[config.mk]
export PLATFORM = sky130hd
export DESIGN_NAME = sprite_line_fetcher
export DESIGN_NICKNAME = d
export VERILOG_FILES = /design/src/rtl/sprite_pkg.sv /design/src/rtl/sprite_line_buf.sv /design/src/rtl/sprite_line_fetcher.sv
export SDC_FILE = /design/constraint.sdc
export NUM_CORES = 1
export LEC_CHECK = 0
export BUFFER_PORTS_ARGS = -buffer_cell sky130_fd_sc_hd__buf_4
export CORE_ASPECT_RATIO = 1.5
export CORE_MARGIN = 2
export CORE_UTILIZATION = 40
export CTS_BUF_LIST = sky130_fd_sc_hd__clkbuf_8
export DETAILED_ROUTE_END_ITERATION = 16
export HOLD_SLACK_MARGIN = 0.06
export SKIP_CTS_REPAIR_TIMING = 1
export SLEW_MARGIN = 15
export SYNTH_ARGS = -nofsm -noshare
export SYNTH_HDL_FRONTEND = slang
export SYNTH_SLANG_ARGS = --single-unit
[constraint.sdc]
create_clock -name Clk -period 6.5 [get_ports Clk]
set_input_delay 0 -clock Clk [delete_from_list [all_inputs] [get_ports Clk]]
set_output_delay 0 -clock Clk [all_outputs]
set_load 0.005 [all_outputs]
[src/rtl/sprite_pkg.sv]
// Shared types and constants for the sprite read-side clients.
package sprite_pkg;

  localparam int CRD_W  = 10;  // screen coordinate width
  localparam int PIX_W  = 4;   // palette index width
  localparam int ADDR_W = 19;  // sprite ROM address width

  // Palette index that the colour mapper treats as see-through
  localparam logic [PIX_W-1:0] TRANSPARENT = 4'h0;

  typedef logic [CRD_W-1:0] coord_t;
  typedef logic [PIX_W-1:0] pix_t;

  typedef enum logic [1:0] {
    ST_IDLE,
    ST_FETCH,
    ST_DRAIN
  } fetch_state_t;

endpackage

[src/rtl/sprite_line_buf.sv]
// One sprite row of palette indices: single write port, combinational read.
module sprite_line_buf
  import sprite_pkg::*;
#(
  parameter int DEPTH = 20,
  parameter int IDX_W = $clog2(DEPTH)
) (
  input  logic             Clk,
  input  logic             wr_en,
  input  logic [IDX_W-1:0] wr_idx,
  input  pix_t             wr_data,
  input  logic [IDX_W-1:0] rd_idx,
  output pix_t             rd_data
);

  localparam logic [IDX_W-1:0] LAST_IDX = IDX_W'(DEPTH - 1);

  // Contents are deliberately left unreset; line_hit in the fetcher gates any stale data.
  pix_t mem [DEPTH];

  // Capture one ROM word per write strobe; out-of-range indices are dropped.
  always_ff @(posedge Clk) begin
    if (wr_en && (wr_idx <= LAST_IDX)) begin
      mem[wr_idx] <= wr_data;
    end
  end

  // Indices beyond the row read as transparent so the caller never sees garbage.
  assign rd_data = (rd_idx <= LAST_IDX) ? mem[rd_idx] : '0;

endmodule

[src/rtl/sprite_line_fetcher.sv]
// Fetches the sprite row covering the next scanline into a line buffer during
// hblank, then answers per-pixel palette queries for the colour mapper.
module sprite_line_fetcher
  import sprite_pkg::*;
#(
  parameter int SPR_W = 20,
  parameter int SPR_H = 14
) (
  input  logic              Clk,
  input  logic              Reset_n,
  input  logic              line_start,
  input  coord_t            line_y,
  input  coord_t            spr_x,
  input  coord_t            spr_y,
  input  logic              spr_en,
  output logic [ADDR_W-1:0] rom_addr,
  input  pix_t              rom_data,
  input  coord_t            draw_x,
  output pix_t              pix_out,
  output logic              pix_valid,
  output logic              busy
);

  localparam int IDX_W = $clog2(SPR_W);

  localparam logic [IDX_W-1:0]        COL_PENULT = IDX_W'(SPR_W - 2);
  localparam logic [IDX_W-1:0]        COL_LAST   = IDX_W'(SPR_W - 1);
  localparam logic [CRD_W:0]          SPR_W_X    = (CRD_W + 1)'(SPR_W);
  localparam logic signed [CRD_W:0]   SPR_H_S    = (CRD_W + 1)'(SPR_H);
  localparam logic [ADDR_W-1:0]       SPR_W_A    = ADDR_W'(SPR_W);

  fetch_state_t      state_reg;
  coord_t            sx_reg;        // sprite left edge latched for the whole line
  logic              line_hit_reg;  // buffer holds a valid row for the current line
  logic [IDX_W-1:0]  col_reg;       // offset of the address currently on rom_addr
  logic [IDX_W-1:0]  wr_idx_reg;    // next buffer slot to fill
  logic              req_reg;       // rom_addr carries a live fetch address
  logic              cap_reg;       // rom_data carries a word to capture this cycle
  logic [ADDR_W-1:0] rom_addr_reg;
  logic              busy_reg;
  pix_t              pix_out_reg;
  logic              pix_valid_reg;

  // Row of the sprite that the upcoming line falls on; sign bit flags lines above the sprite.
  logic signed [CRD_W:0] row;
  logic                  row_ok;
  logic [ADDR_W-1:0]     row_base;

  assign row      = $signed({1'b0, line_y}) - $signed({1'b0, spr_y});
  assign row_ok   = spr_en && !row[CRD_W] && (row < SPR_H_S);
  assign row_base = ADDR_W'(row[CRD_W-1:0]) * SPR_W_A;

  // Horizontal offset into the sprite; unsigned compare rejects pixels left of the sprite.
  logic [CRD_W:0]   dx;
  logic             pix_hit;
  logic [IDX_W-1:0] rd_idx;
  pix_t             buf_pix;

  assign dx      = {1'b0, draw_x} - {1'b0, sx_reg};
  assign pix_hit = line_hit_reg && (dx < SPR_W_X);
  assign rd_idx  = dx[IDX_W-1:0];

  sprite_line_buf #(
    .DEPTH (SPR_W),
    .IDX_W (IDX_W)
  ) u_line_buf (
    .Clk     (Clk),
    .wr_en   (cap_reg),
    .wr_idx  (wr_idx_reg),
    .wr_data (rom_data),
    .rd_idx  (rd_idx),
    .rd_data (buf_pix)
  );

  // Fetch controller: accept a line start in IDLE, stream SPR_W addresses, wait out ROM latency.
  always_ff @(posedge Clk or negedge Reset_n) begin
    if (!Reset_n) begin
      state_reg    <= ST_IDLE;
      sx_reg       <= '0;
      line_hit_reg <= 1'b0;
      col_reg      <= '0;
      req_reg      <= 1'b0;
      rom_addr_reg <= '0;
      busy_reg     <= 1'b0;
    end else begin
      case (state_reg)
        ST_IDLE: begin
          if (line_start) begin
            sx_reg       <= spr_x;
            line_hit_reg <= 1'b0;
            if (row_ok) begin
              rom_addr_reg <= row_base;
              col_reg      <= '0;
              req_reg      <= 1'b1;
              busy_reg     <= 1'b1;
              state_reg    <= ST_FETCH;
            end
          end
        end
        ST_FETCH: begin
          rom_addr_reg <= rom_addr_reg + 1'b1;
          col_reg      <= col_reg + 1'b1;
          if (col_reg == COL_PENULT) begin
            state_reg <= ST_DRAIN;
          end
        end
        ST_DRAIN: begin
          // The last address was presented one cycle ago; stop flagging new requests.
          req_reg <= 1'b0;
          if (cap_reg && (wr_idx_reg == COL_LAST)) begin
            line_hit_reg <= 1'b1;
            busy_reg     <= 1'b0;
            state_reg    <= ST_IDLE;
          end
        end
        default: begin
          state_reg <= ST_IDLE;
        end
      endcase
    end
  end

  // Capture side lags the address side by the ROM's one-cycle read latency.
  always_ff @(posedge Clk or negedge Reset_n) begin
    if (!Reset_n) begin
      cap_reg    <= 1'b0;
      wr_idx_reg <= '0;
    end else begin
      cap_reg <= req_reg;
      if (state_reg == ST_IDLE) begin
        wr_idx_reg <= '0;
      end else if (cap_reg) begin
        wr_idx_reg <= wr_idx_reg + 1'b1;
      end
    end
  end

  // Pixel lookup with one cycle of latency; transparent or off-sprite pixels report invalid.
  always_ff @(posedge Clk or negedge Reset_n) begin
    if (!Reset_n) begin
      pix_out_reg   <= '0;
      pix_valid_reg <= 1'b0;
    end else begin
      pix_out_reg   <= pix_hit ? buf_pix : '0;
      pix_valid_reg <= pix_hit && (buf_pix != TRANSPARENT);
    end
  end

  assign rom_addr  = rom_addr_reg;
  assign busy      = busy_reg;
  assign pix_out   = pix_out_reg;
  assign pix_valid = pix_valid_reg;

endmodule

Word-level counts from Yosys, hierarchy flattened
Memories as Yosys holds them, arrays and structs flattened.
Cells that the tools add are included.

word-level totals
  bits in registers = 50
  memory bits (writable) = 80
  input bits = 48
  output and inout port bits = 25
  word-level logic and storage cells = 73
  memories = 1

memories
  memory          words  bits a word  read ports  clocked after memory_dff  wr ports  RTL line               source
  u_line_buf.mem  20     4            1           0                         1         sprite_line_buf.sv:19  pix_t mem [DEPTH];

operators by class
  add/subtract/negate cells = 5
  multipliers = 1
  order comparisons = 4
  eq/ne operators = 8
  muxes and demuxes = 25
  reduce and logical (&&, ||, !) cells = 18

operators with widths
  cell                                                                            count
  19-bit 2-to-1 mux                                                               2
  19-bit one-hot mux with 2 select lines                                          1
  11-bit by 5-bit less-than comparator with 1-bit output (second input constant)  2
  10-bit by 10-bit subtractor with 11-bit output                                  2
  5-bit 2-to-1 mux                                                                4
  19-bit by 1-bit adder with 19-bit output (second input constant)                1
  10-bit by 3-bit multiplier with 13-bit output (second input constant)           1
  5-bit by 1-bit adder with 5-bit output (second input constant)                  2
  5-bit == test (second input constant)                                           2
  5-bit less-or-equal comparator (second input constant)                          2
  5-bit one-hot mux with 2 select lines                                           1
  3-bit AND reduction                                                             3
  2-bit 2-to-1 mux                                                                4
  4-bit 2-to-1 mux                                                                2
  2-bit != test (second input constant)                                           4
  4-bit AND reduction                                                             2
  1-bit 2-to-1 mux                                                                7
  1-bit logical AND                                                               6
  1-bit one-hot mux with 2 select lines                                           3
  2-bit one-hot mux with 3 select lines                                           1
  2-bit nonzero test                                                              3
  4-bit nonzero test                                                              1
  2-bit by 1-bit == test with 1-bit output (second input constant)                1
  2-bit == test (second input constant)                                           1
  other kinds (3)                                                                 3

Logic depth before layout (Yosys ltp)
  depth in word-level cells = 7
  gate-level depth with buffers = 18
  gate-level depth less buffers = 17

Modules after synthesis
Synthesis repeated with hierarchy kept, for this count alone.

second synthesis, totals
  cell total of the unflattened synthesis = 616
  area total of the unflattened synthesis = 7119.3 um2

by module, submodules not included
  module               times used  cells each  area each (um2)  sequential area each (um2)
  sprite_line_fetcher  1           449         3866.2           1251.2
  sprite_line_buf      1           167         3253.1           2402.3

Worst setup path before layout
Ideal clock, no wire load.

  kind = input port to flip-flop
  from = input spr_y[6]
  to = register rom_addr_reg[13] (netlist: rom_addr[13])
  setup time = 134 ps
  arrival = 3164 ps
  required time = 6366 ps
  path slack = 3202 ps
  stages = 15
  buffers on the path = 1
  path through = inv_1 > ha_1 > buf_4 > a21o_1 > o311a_1 > a311oi_4 > inv_1 > ha_1 > ha_1 > or3_1 > o21a_1 > maj3_1 > xnor2_1 > o21ai_0 > a2bb2oi_1

on the way
  word-level cells in the longest chain between the ends = 6
  elaborated cells on any way between the ends = 11
  classes of those cells = add/sub: 1; mul: 1; order compare: 1; eq/ne: 1; mux: 3; reduce/logical: 4

ends and longest elaborated chain
  element                                                                                                RTL line                    source
  start: declaration                                                                                     sprite_line_fetcher.sv:14   input coord_t spr_y,
  10-bit by 10-bit subtractor with 11-bit output *                                                       sprite_line_fetcher.sv:49   assign row = $signed({1'b0, line_y}) - $signed({1'b0, spr_y});
  parallel branches: the longest is 5 deep, another holds 10-bit by 3-bit multiplier with 13-bit output  n/a
  end signal: assignment                                                                                 sprite_line_fetcher.sv:92   rom_addr_reg <= row_base;
  end signal: assignment                                                                                 sprite_line_fetcher.sv:101  rom_addr_reg <= rom_addr_reg + 1'b1;
  end: declaration                                                                                       sprite_line_fetcher.sv:39   logic [ADDR_W-1:0] rom_addr_reg;

Every way passes the cells marked *. The select of a mux whose other input is x is not followed.
A chain may end at the register's enable or synchronous reset.

Worst setup path after layout
  from = input line_y[2]
  to = register rom_addr_reg[13] (netlist: rom_addr[13])

on the way
  word-level cells in the longest chain between the ends = 6
  elaborated cells on any way between the ends = 11
  classes of those cells = add/sub: 1; mul: 1; order compare: 1; eq/ne: 1; mux: 3; reduce/logical: 4

ends and longest elaborated chain
  element                                                                                                RTL line                   source
  start: declaration                                                                                     sprite_line_fetcher.sv:12  input coord_t line_y,
  10-bit by 10-bit subtractor with 11-bit output *                                                       sprite_line_fetcher.sv:49
  parallel branches: the longest is 5 deep, another holds 10-bit by 3-bit multiplier with 13-bit output  n/a

Marks and branches as above.

==> impl_metrics.yaml <==
outcome:
  status: "complete, no violations"
timing:
  maxSlewHeadroom_pct: 30.86
  fin_tns_setup_ps: 0
  finalCriticalPeriod_ps: 3288
  whs_ps: 111.8
  fin_crit_sh_pct: 50.58
  hold_viol: 0
  rsz0062_at_grt: "no"
  fin_skew_ps: 10.68
  worst_slew_pin_slew_ps: 1036
  max_freq_mhz: 304.2
  setup_violations: 0
  finalMaxSlewViolations: 0
cts:
  insertion_delay_ps: 440
  path_clk_slew_ps: 70
  clock-sinks: 130
  cts_tree: "built"
  cts-root-buf: "clkbuf_8"
  htree_levels: 4
  cts_buffers: 17
  clockBufferDepth: 2
grt:
  grt_antenna_before_repair: 0
  grt_max_degree: 51
  use_met2_pct: 32.73
  gr-total-overflow: 0
  grt_pass1_vias: 4946
  grt_pass1_wl_mm: 24.35
  globalRouteMet3Util_pct: 3.832
  grt_usage_pct: 16.68
  grt_busiest_layer: "met2"
  grtUsageMet1_pct: 16.95
placement:
  gp_congestion: 0.8310
  port_buffers: 72
  place_hpwl_mm: 11.06
  dpl_cell_area_sq_um: 7740
setup_path:
  slowest_delay_ps: 430
  r2r_end: "pix_valid$_DFF_PN0_"
  critical-path-slowest-cell: "a311oi_4"
  path_common_cell: "ha_1"
  path_max_fanout: 6
  crit_start: "line_y[2]"
  startpoint_type: "input pin"
  crit_arrival_ps: 3590
  r2r_cells: 7
  cp_data_required_time_ps: 6800
  r2r-start: "sx_reg[0]$_DFFE_PN0P_"
  r2r_slack_ps: 3410
  endpoint: "rom_addr[13]$_DFFE_PN0P_"
  critical_path_class: "in2reg"
  worstPathCellList: "buf_4 > ha_1 > nor2_1 > a211oi_2 > o311a_1 > nor4_2 > a311oi_4 > inv_1 > ha_1 > ha_1 > or3_1 > o21a_1 > maj3_1 > xnor2_1 > o21ai_0 > a2bb2oi_1"
  setup.worst_path.end_class: "flop"
synthesis:
  postSynthCellCount: 591
  syn-num-nets: 683
  synth_top_cell_by_area: "edfxtp_1"
  yosys_warnings: 0
  syn_area_sq_um: 6983
  synthArstFlopShare_pct: 38.46
  ys_seq_elements: 130
  synth.area.top_cells: "edfxtp_1, dfrtp_1, ha_1, mux4_2, nor2_1"
  ys_seq_area_share_pct: 52.32
  synth_common_cells: "edfxtp_1, nor2_1, dfrtp_1"
  synth.avg_cell_area_sq_um: 11.82
  yosysMostFrequentCell: "edfxtp_1"
  synth.top_cell.area_share_pct: 34.40
  synth_cell_types: 65
  synth_edf_count: 80
  ys.flop_type: "edfxtp_1"
job:
  max_cap_violations: 0
floorplanning:
  die_w_um: 111.9
  initial_utilization_pct: 40.60
  fp-row-count: 59
  dieHeight_um: 165.8
  coreArea_sq_um: 17200
  io_pins: 73
  die-area_sq_um: 18550
finish:
  post-route-util_pct: 48.16
  nets: 775
  area_growth_pct: 18.63
  num_antenna_cells: 0
  drive_gt1_share_pct: 20.26
  final_area_sq_um: 8284
  largest_reg_flops: 80
detailed_routing:
  vias_per_cell: 5.395
  vias: 4904
  antenna_left: 0
  drc: 0
  drt_iter0_drc: 209
  first_pass_iters: 4
  avgRoutedWirePerCell_um: 16.59
  wl_mm: 15.08
power_and_ir_drop:
  p_leak_uw: 0.003377
  ir_drop_uv: 111.0
  power_density_nw_per_um2: 242.9
  power_uw: 2012
hold_path:
  hold_class: "in2reg"
critical path, delay by kind of cell:
family | cells | cell delay (ps)
AOI/OAI and AO/OA | 6 | 1530
adders and majority gates | 4 | 1230
and+or+nand+nor | 3 | 490
buffers and inverters | 2 | 190
xor gates and xnor gates | 1 | 130
kinds of logic after synthesis:
family                     Yosys count  synth area share, %
buffers and inverters               57                3.350
muxes                               31                8.045
AOI/OAI and AO/OA                  126                12.47
and+or+nand+nor                    180                12.60
xor gates and xnor gates            22                2.867
adders and majority gates           45                8.350
DFF                                130                52.32
cell usage in the layout, fill, tap and decap left out, drive strengths merged, types with 12 or more instances in the layout:
cell         instances
a21oi               25
ha                  41
dlygate4sd3         16
nor3                18
xnor2               12
nand2               46
mux4                20
dfrtp               50
edfxtp              80
nor2                51
o21ai               34
nand3               18
buf                 76
clkbuf              18
inv                 45
nand2b              15
metrics by stage:
step                std cells  setup slack, ps
global route              909             2970
finish                    909             3212
CTS                       893             3231
floorplan                 591             3202
global placement          861             2873
detailed placement        861             2771
worst min-delay path by stage:
| stage | from | endpoint | slack [ps] | cells past startpoint |
|---|---|---|---|---|
| 2_1_floorplan | Reset_n | busy$_DFFE_PN0P_ | -300 | 0 |
| 3_3_place_gp | Reset_n | pix_out[1]$_DFF_PN0_ | 80 | 1 |
| 3_5_place_dp | Reset_n | pix_out[1]$_DFF_PN0_ | 90 | 1 |
| 4_1_cts | Reset_n | sx_reg[7]$_DFFE_PN0P_ | -390 | 1 |
| 5_1_grt | spr_y[0] | rom_addr[2]$_DFFE_PN0P_ | 120 | 4 |
| 6_report | spr_y[0] | rom_addr[2]$_DFFE_PN0P_ | 110 | 4 |
power by group:
part           total, uW  switching [uW]  internal [uW]
clock network        672             296            377
registers            883            1.36            882
logic                456             245            211
total               2010             542           1470
per-layer routing:
layer / vias to the layer above / wire [um]
met1: 2387 / 5542
met2: 119 / 8681
met4: 0 / 252
met3: 18 / 604
met5: - / 0
li1: 2380 / -
cell type report:
type	count	area, sq um
fill	1551	8916
sequential	130	3654
multi-input combinational	404	3107
clock inverter	14	136.4
timing repair buffer	92	730.7
inverter	38	142.6
clock buffer	18	247.7
tap	213	266.5
Power figures use the tool's default switching activity.
